$ cat config.mk
export PLATFORM = sky130hd
export DESIGN_NAME = multicycle_sequencer
export DESIGN_NICKNAME = d
export VERILOG_FILES = /design/src/rtl/rv32i_pkg.sv /design/src/rtl/retire_counter.sv /design/src/rtl/multicycle_sequencer.sv
export SDC_FILE = /design/constraint.sdc
export NUM_CORES = 1
export LEC_CHECK = 0
export BUFFER_PORTS_ARGS = -buffer_cell sky130_fd_sc_hd__buf_2
export CORE_ASPECT_RATIO = 0.9
export CORE_MARGIN = 4
export CORE_UTILIZATION = 30
export CTS_CLUSTER_DIAMETER = 60
export DETAILED_ROUTE_END_ITERATION = 12
export GPL_TIMING_DRIVEN = 0
export SETUP_SLACK_MARGIN = 0.3
export SYNTH_ARGS = -nofsm -noshare
export SYNTH_HDL_FRONTEND = slang
export SYNTH_SLANG_ARGS = --single-unit
$ cat constraint.sdc
create_clock -name clk -period 2.2 [get_ports clk]
set_input_delay 0 -clock clk [delete_from_list [all_inputs] [get_ports clk]]
set_output_delay 0 -clock clk [all_outputs]
set_load 0.01 [all_outputs]
$ cat src/rtl/rv32i_pkg.sv
// rtl/rv32i_pkg.sv - shared state, opcode and mux-select encodings for the sequencer
package rv32i_pkg;

  typedef enum logic [2:0] {
    ST_FETCH   = 3'd0,
    ST_DECODE  = 3'd1,
    ST_EXECUTE = 3'd2,
    ST_MEM     = 3'd3,
    ST_WB      = 3'd4,
    ST_HALT    = 3'd5
  } state_t;

  localparam logic [6:0] OP_RTYPE  = 7'b0110011;
  localparam logic [6:0] OP_ITYPE  = 7'b0010011;
  localparam logic [6:0] OP_LOAD   = 7'b0000011;
  localparam logic [6:0] OP_STORE  = 7'b0100011;
  localparam logic [6:0] OP_BRANCH = 7'b1100011;
  localparam logic [6:0] OP_JAL    = 7'b1101111;
  localparam logic [6:0] OP_JALR   = 7'b1100111;
  localparam logic [6:0] OP_LUI    = 7'b0110111;
  localparam logic [6:0] OP_AUIPC  = 7'b0010111;
  localparam logic [6:0] OP_SYSTEM = 7'b1110011;

  localparam logic [1:0] PCS_PC4  = 2'b00;
  localparam logic [1:0] PCS_IMM  = 2'b01;
  localparam logic [1:0] PCS_JALR = 2'b10;

  localparam logic [1:0] WBS_ALU = 2'b00;
  localparam logic [1:0] WBS_MEM = 2'b01;
  localparam logic [1:0] WBS_PC4 = 2'b10;

  function automatic logic is_supported(input logic [6:0] op);
    case (op)
      OP_RTYPE, OP_ITYPE, OP_LOAD, OP_STORE, OP_BRANCH,
      OP_JAL, OP_JALR, OP_LUI, OP_AUIPC: is_supported = 1'b1;
      default:                           is_supported = 1'b0;
    endcase
  endfunction

endpackage

$ cat src/rtl/retire_counter.sv
// rtl/retire_counter.sv - free-running 32-bit retired-instruction counter
module retire_counter (
  input  logic        clk,
  input  logic        rst_n,
  input  logic        inc,
  output logic [31:0] count
);

  logic [31:0] count_q;
  logic [31:0] count_d;

  // Natural 32-bit wrap from all-ones back to zero.
  always_comb begin
    count_d = count_q;
    if (inc) count_d = count_q + 32'd1;
  end

  always_ff @(posedge clk or negedge rst_n) begin
    if (!rst_n) count_q <= 32'd0;
    else        count_q <= count_d;
  end

  assign count = count_q;

endmodule

$ cat src/rtl/multicycle_sequencer.sv
// rtl/multicycle_sequencer.sv - multicycle RV32I control FSM with retire counter
module multicycle_sequencer
  import rv32i_pkg::*;
(
  input  logic        clk,
  input  logic        rst_n,
  input  logic [6:0]  opcode,
  input  logic        branch_taken,
  input  logic        mem_ready,
  output logic        mem_req,
  output logic        mem_we,
  output logic        addr_sel,
  output logic        ir_we,
  output logic        reg_we,
  output logic [1:0]  wb_sel,
  output logic        pc_we,
  output logic [1:0]  pc_sel,
  output logic        halt,
  output logic        illegal,
  output logic [31:0] instret
);

  state_t state_q, state_d;
  logic   illegal_q, illegal_d;
  logic   inc;

  logic is_load, is_store, is_branch, is_jal, is_jalr;
  assign is_load   = (opcode == OP_LOAD);
  assign is_store  = (opcode == OP_STORE);
  assign is_branch = (opcode == OP_BRANCH);
  assign is_jal    = (opcode == OP_JAL);
  assign is_jalr   = (opcode == OP_JALR);

  always_ff @(posedge clk or negedge rst_n) begin
    if (!rst_n) begin
      state_q   <= ST_FETCH;
      illegal_q <= 1'b0;
    end else begin
      state_q   <= state_d;
      illegal_q <= illegal_d;
    end
  end

  always_comb begin
    state_d   = state_q;
    illegal_d = illegal_q;
    mem_req   = 1'b0;
    mem_we    = 1'b0;
    addr_sel  = 1'b0;
    ir_we     = 1'b0;
    reg_we    = 1'b0;
    wb_sel    = WBS_ALU;
    pc_we     = 1'b0;
    pc_sel    = PCS_PC4;
    halt      = 1'b0;
    illegal   = 1'b0;
    inc       = 1'b0;

    unique case (state_q)
      ST_FETCH: begin
        mem_req = 1'b1;
        if (mem_ready) begin
          ir_we   = 1'b1;
          state_d = ST_DECODE;
        end
      end
      ST_DECODE: begin
        if (opcode == OP_SYSTEM) begin
          state_d   = ST_HALT;
          illegal_d = 1'b0;
        end else if (is_supported(opcode)) begin
          state_d = ST_EXECUTE;
        end else begin
          state_d   = ST_HALT;
          illegal_d = 1'b1;
        end
      end
      ST_EXECUTE: begin
        if (is_branch) begin
          pc_we   = 1'b1;
          pc_sel  = branch_taken ? PCS_IMM : PCS_PC4;
          inc     = 1'b1;
          state_d = ST_FETCH;
        end else if (is_load || is_store) begin
          state_d = ST_MEM;
        end else begin
          state_d = ST_WB;
        end
      end
      ST_MEM: begin
        mem_req  = 1'b1;
        addr_sel = 1'b1;
        mem_we   = is_store;
        if (mem_ready) begin
          if (is_store) begin
            pc_we   = 1'b1;
            inc     = 1'b1;
            state_d = ST_FETCH;
          end else begin
            state_d = ST_WB;
          end
        end
      end
      ST_WB: begin
        reg_we  = 1'b1;
        pc_we   = 1'b1;
        inc     = 1'b1;
        wb_sel  = is_load ? WBS_MEM : ((is_jal || is_jalr) ? WBS_PC4 : WBS_ALU);
        pc_sel  = is_jal ? PCS_IMM : (is_jalr ? PCS_JALR : PCS_PC4);
        state_d = ST_FETCH;
      end
      ST_HALT: begin
        halt    = 1'b1;
        illegal = illegal_q;
      end
      default: state_d = ST_FETCH;
    endcase

    // Reset must silence the bus immediately, even mid-transaction.
    if (!rst_n) begin
      mem_req  = 1'b0;
      mem_we   = 1'b0;
      addr_sel = 1'b0;
      ir_we    = 1'b0;
      reg_we   = 1'b0;
      wb_sel   = WBS_ALU;
      pc_we    = 1'b0;
      pc_sel   = PCS_PC4;
      halt     = 1'b0;
      illegal  = 1'b0;
      inc      = 1'b0;
    end
  end

  retire_counter u_retire (
    .clk   (clk),
    .rst_n (rst_n),
    .inc   (inc),
    .count (instret)
  );

endmodule

-- Yosys cells after proc, flatten, opt, wreduce, memory -nomap -nowiden
Cells that the tools add are included.
- add/subtract/negate cells: 1
- reductions and logical operators: 7
- multiplexer cells: 43
- bitwise operators: 1
- equality and inequality tests: 18
- operator list (kind ; count):
    $add 32x1->32 const B ; 1
    $eq 7x7->1 const B ; 4
    $mux 1 ; 26
    $eq 7x6->1 const B ; 3
    $mux 3 ; 7
    $pmux 3 s5 ; 1
    $eq 7x5->1 const B ; 2
    $mux 2 ; 7
    $reduce_or 9->1 ; 1
    $eq 7x2->1 const B ; 1
    $eq 3x2->1 const B ; 2
    $eq 3x3->1 const B ; 2
    $ne 2x2->1 const B ; 3
    $pmux 2 s2 ; 1
    $eq 3x1->1 const B ; 1
    $logic_not 3->1 ; 1
    $pmux 1 s3 ; 1
    $reduce_and 3->1 ; 1
    $logic_or 1x1->1 ; 2
    $reduce_and 2->1 ; 1
    $reduce_or 2->1 ; 1
    $not 1->1 ; 1
- input bits: 11
- output and inout bits: 44
- register bits: 36

-- Logic depth before layout (Yosys ltp)
- depth in word-level cells: 8
- mapped depth: 7

-- Hierarchy
From an unflattened synthesis, not the netlist that was laid out.
- cell total of the unflattened synthesis: 190
- area total of the unflattened synthesis: 1924.3 um^2
- modules (own cells, without submodules) (module ; area an instance (um^2) ; cells each ; instances):
    retire_counter ; 1448.9 ; 123 ; 1
    multicycle_sequencer ; 475.5 ; 67 ; 1

-- Least setup slack after synthesis
OpenSTA, ideal clock, no wires.
- path type: register to register
- start: register state_q[2]
- end: register u_retire.count_q[1], in the netlist u_retire.count[1]
- buffers on the path: 2
- data required time: 2.075 ns
- arrival: 1.635 ns
- stages on the path, launching flop included: 7
- setup time: 0.125 ns
- period minus slack after synthesis: 1.760 ns
- path slack: 0.440 ns
- cell sequence: dfrtp_1 buf_2 and4bb_1 o2111ai_2 buf_2 nand2_1 mux2_2
- longest elaborated chain between the ends: 3
- elaborated cells on any way between the ends: 5
- those cells by class: eq/ne (3); mux (2)
- ends and longest elaborated chain (item ; line ; RTL):
    start: declaration ; multicycle_sequencer.sv:23 ; state_t state_q, state_d;
    start signal: assignment ; multicycle_sequencer.sv:39 ; state_q <= state_d;
    $eq 3x3->1 / $eq 3x2->1 (equally long branches) ; - ;
    $pmux 1 s3 (*) ; - ;
    $mux 1 (*) ; - ;
    net pc_we ; multicycle_sequencer.sv:16 ; output logic pc_we,
    end signal: assignment ; retire_counter.sv:20 ; else count_q <= count_d;
    end: declaration ; retire_counter.sv:9 ; logic [31:0] count_q;
Mark *: on every way through the listed nets, which the timed path passes. The rest lies on a longest branch.
A chain may end at the register's enable or synchronous reset.

-- Worst setup path in the final report
- start: register state_q[2]
- end: register u_retire.count_q[30], in the netlist u_retire.count[30]
- longest elaborated chain between the ends: 3
- elaborated cells on any way between the ends: 5
- those cells by class: eq/ne (3); mux (2)
- ends and longest elaborated chain (item ; line ; RTL):
    $eq 3x3->1 / $eq 3x2->1 (equally long branches) ; multicycle_sequencer.sv:59 ; unique case (state_q)
    $pmux 1 s3 (*) ; multicycle_sequencer.sv:59 ;
    $mux 1 (*) ; multicycle_sequencer.sv:120 ; if (!rst_n) begin
Every way passes the cells marked *; elsewhere a longest branch is shown, timed or not.

==> impl_metrics.csv <==
group,metric,value,unit
timing,setup_viol,0,
setup_path,worstPathArrival,2.11,ns
routing,wirelength,5900,um
worst_hold_path,holdPathStages,2,
synth,yosys_warnings,0,
finish,layout.nets,294,
placement,port_buffers,54,
flow_run,maxCapViolCount,0,
finish,fillCellCount,720,
power,power_density,662,mW/mm^2
cts,clk_pin_slew,0.07,ns
worst_hold_path,hold_path.class,"primary input to register",
routing,drt-initial-drc-count,163,
routing,ant_nets,0,
timing,final_hold_viol_count,0,
global_route,grt_pass1_wl,9390,um
synth,seq_area_frac_synth,0.414,
finish,final_cell_mix,"buf_2, dfrtp_1, xor2_1",
global_route,use_met1,0.181,
finish,final_util,0.413,
die,placementRows,29,
cts,htree_levels,2,
power,ir_drop,327,uV
synth,ys.flop_type,"dfrtp_1",
setup_path,cp-end-kind,"register",
cts,clk_latency,0.28,ns
setup_path,cp.required,2.40,ns
finish,final_cell_area,0.00291,sq mm
synth,synth_edf_count,0,
synth,ys_types,43,
routing,drc_errors,0,
global_route,grt_pass1_vias,1887,
global_route,grt_max_degree,37,
global_route,track_usage,0.132,
synth,ys_async_sr_fraction,1.00,
timing,worstMarginPinSlew,0.575,ns
global_route,antenna_found_initial,0,
placement,gp_routability_congestion,0.841,
run_status,status,"finished clean",
finish,diodes,0,
routing,dr_total_vias,1962,
timing,setup_slack,0.290,ns
timing,fin_skew,0.00765,ns
synth,syn_nets,227,
global_route,met2_usage,0.213,
global_route,busiest_layer,"met2",
routing,wl_per_cell,15.8,um
finish,final_common_cell,"buf_2",
synth,syn_avg_cell_area,10.1,sq um
finish,syn_to_final_growth,33.6,%
die,coreArea,0.00704,sq mm
synth,ys_ff_latch,36,
routing,avgViaCountPerCell,5.26,
timing,grt_setup_unrepaired,"yes",
timing,slew_viol_final,0,
timing,fmax,524,MHz
timing,slew_headroom,0.615,
power,power.leakage,1.40,nW
placement,place_hpwl,4150,um
finish,stdcell_count,373,
cts,cts_max_path_buffers,2,
cts,clock-sinks,36,
finish,multiInputGateArea,0.00136,sq mm
setup_path,crit_fanout,10,
placement,postPlaceCellArea,0.00256,sq mm
synth,netlist_area,0.00218,sq mm
timing,finalCritPeriodShare,0.868,
die,die_h,88.8,um
die,die_area,0.00868,sq mm
routing,drt-pass1-iter-count,5,
die,die_w,97.8,um
die,top_level_ports,55,
setup_path,timing.rr.start,"state_q[2]$_DFFE_PN0P_",
global_route,grt_overflow,0,
setup_path,timing.critical_path.from,"state_q[2]$_DFFE_PN0P_",
placement,preCtsSetupSlack,-0.152,ns
setup_path,r2r_cells,6,
setup_path,worst-setup-path-type,"register to register",
cts,cts_buffers,5,
finish,drive_above_1_share,0.364,
cts,root_buffer,"clkbuf_8",
timing,fin_crit,1.91,ns
power,totalPowerFinal,1.93,mW
finish,area.sequential,902,sq um
global_route,use_met3,0.0299,
cts,cts_tree,"yes",
die,start_util,0.309,
synth,syn_inst,215,
placement,dp.cells,362,
worst_hold_path,min_from,"opcode[4]",
setup_path,start_kind,"register",
-- kinds of logic (layout without fill, tap and decap cells) --
kind of cell	count (synthesis)	count (layout)	share of synthesized area
simple gates	83	83	0.219
compound gates	44	44	0.191
flops	36	36	0.414
xor+xnor	31	31	0.125
buf+inv	19	84	0.0397
fa+ha+maj	1	1	0.00575
mux	1	1	0.00518
-- what timing repair did --
action | CTS | global route
hold buffers | 2 | 0
cloned | 0 | 1
setup endpoints to repair | 31 | 28
gates resized for setup | 14 | 32
endpoints found under the hold margin | 36 | 0
setup buffers | 1 | 2
pin swaps | 1 | 8
-- cell type report --
class	count	share of cell area
multi-input cells	160	0.467
flip-flops and latches	36	0.310
repair buffers	60	0.115
well taps	93	0.0400
plain buffers	14	0.0374
clock buffers	5	0.0237
inverters	5	0.00645
-- stage by stage --
stage	setup TNS, ns	hold slack [ns]
after floorplan	0	-0.296
after global placement	-1.64	0.171
after detailed placement	-1.61	0.177
after CTS	0	0.0227
after global routing	0	0.0412
final	0	0.0244
-- synthesized netlist by cell type, drive strengths merged, types with 3 or more instances --
cell type | count | share of area
a2111oi | 16 | 0.10
a211oi | 6 | 0.021
a21oi | 8 | 0.018
and2 | 3 | 0.0086
and3 | 7 | 0.020
and4 | 5 | 0.020
buf | 10 | 0.024
clkbuf | 4 | 0.0069
dfrtp | 36 | 0.41
inv | 5 | 0.0086
nand2 | 14 | 0.024
nand2b | 5 | 0.014
nand3 | 21 | 0.048
nand4 | 6 | 0.017
nor2 | 5 | 0.0086
nor2b | 4 | 0.011
nor4 | 4 | 0.011
xor2 | 30 | 0.12
-- report_power, final --
group / switching, mW / internal [mW]
Clock: 0.212 / 0.204
Combinational: 0.454 / 0.255
Sequential: 0.0730 / 0.727
-- per-layer routing --
metal | share of wire | up-vias
met5 | 0 | -
met4 | 0.012 | 0
met3 | 0.040 | 7
met2 | 0.47 | 49
met1 | 0.48 | 969
li1 | - | 937
-- critical path, stage by stage, from the launching register on --
cell       delay [ns]
dfrtp_1          0.36
buf_4            0.16
and4bb_1         0.29
o2111ai_4        0.18
buf_6            0.22
a2111oi_2        0.43
xor2_1           0.19
-- flip-flops by register name (all words and copies together) (netlist names) --
| signal | flops |
|---|---|
| illegal_q | 1 |
| state_q | 3 |
| u_retire.count | 32 |
-- worst paths after layout --
| path | endpoint | slack [ns] |
|---|---|---|
| worst min-delay path | illegal_q$_DFFE_PN0P_ | 0.02 |
| worst max-delay path | u_retire.count[30]$_DFFE_PN0P_ | 0.29 |
| max in group asynchronous | u_retire.count[7]$_DFFE_PN0P_ | 1.63 |
| worst min register to register | u_retire.count[31]$_DFFE_PN0P_ | 0.47 |
| worst max register to register | u_retire.count[30]$_DFFE_PN0P_ | 0.29 |
| min in group asynchronous | u_retire.count[10]$_DFFE_PN0P_ | 0.38 |
Note: power is estimated with default switching activity, not from simulation.
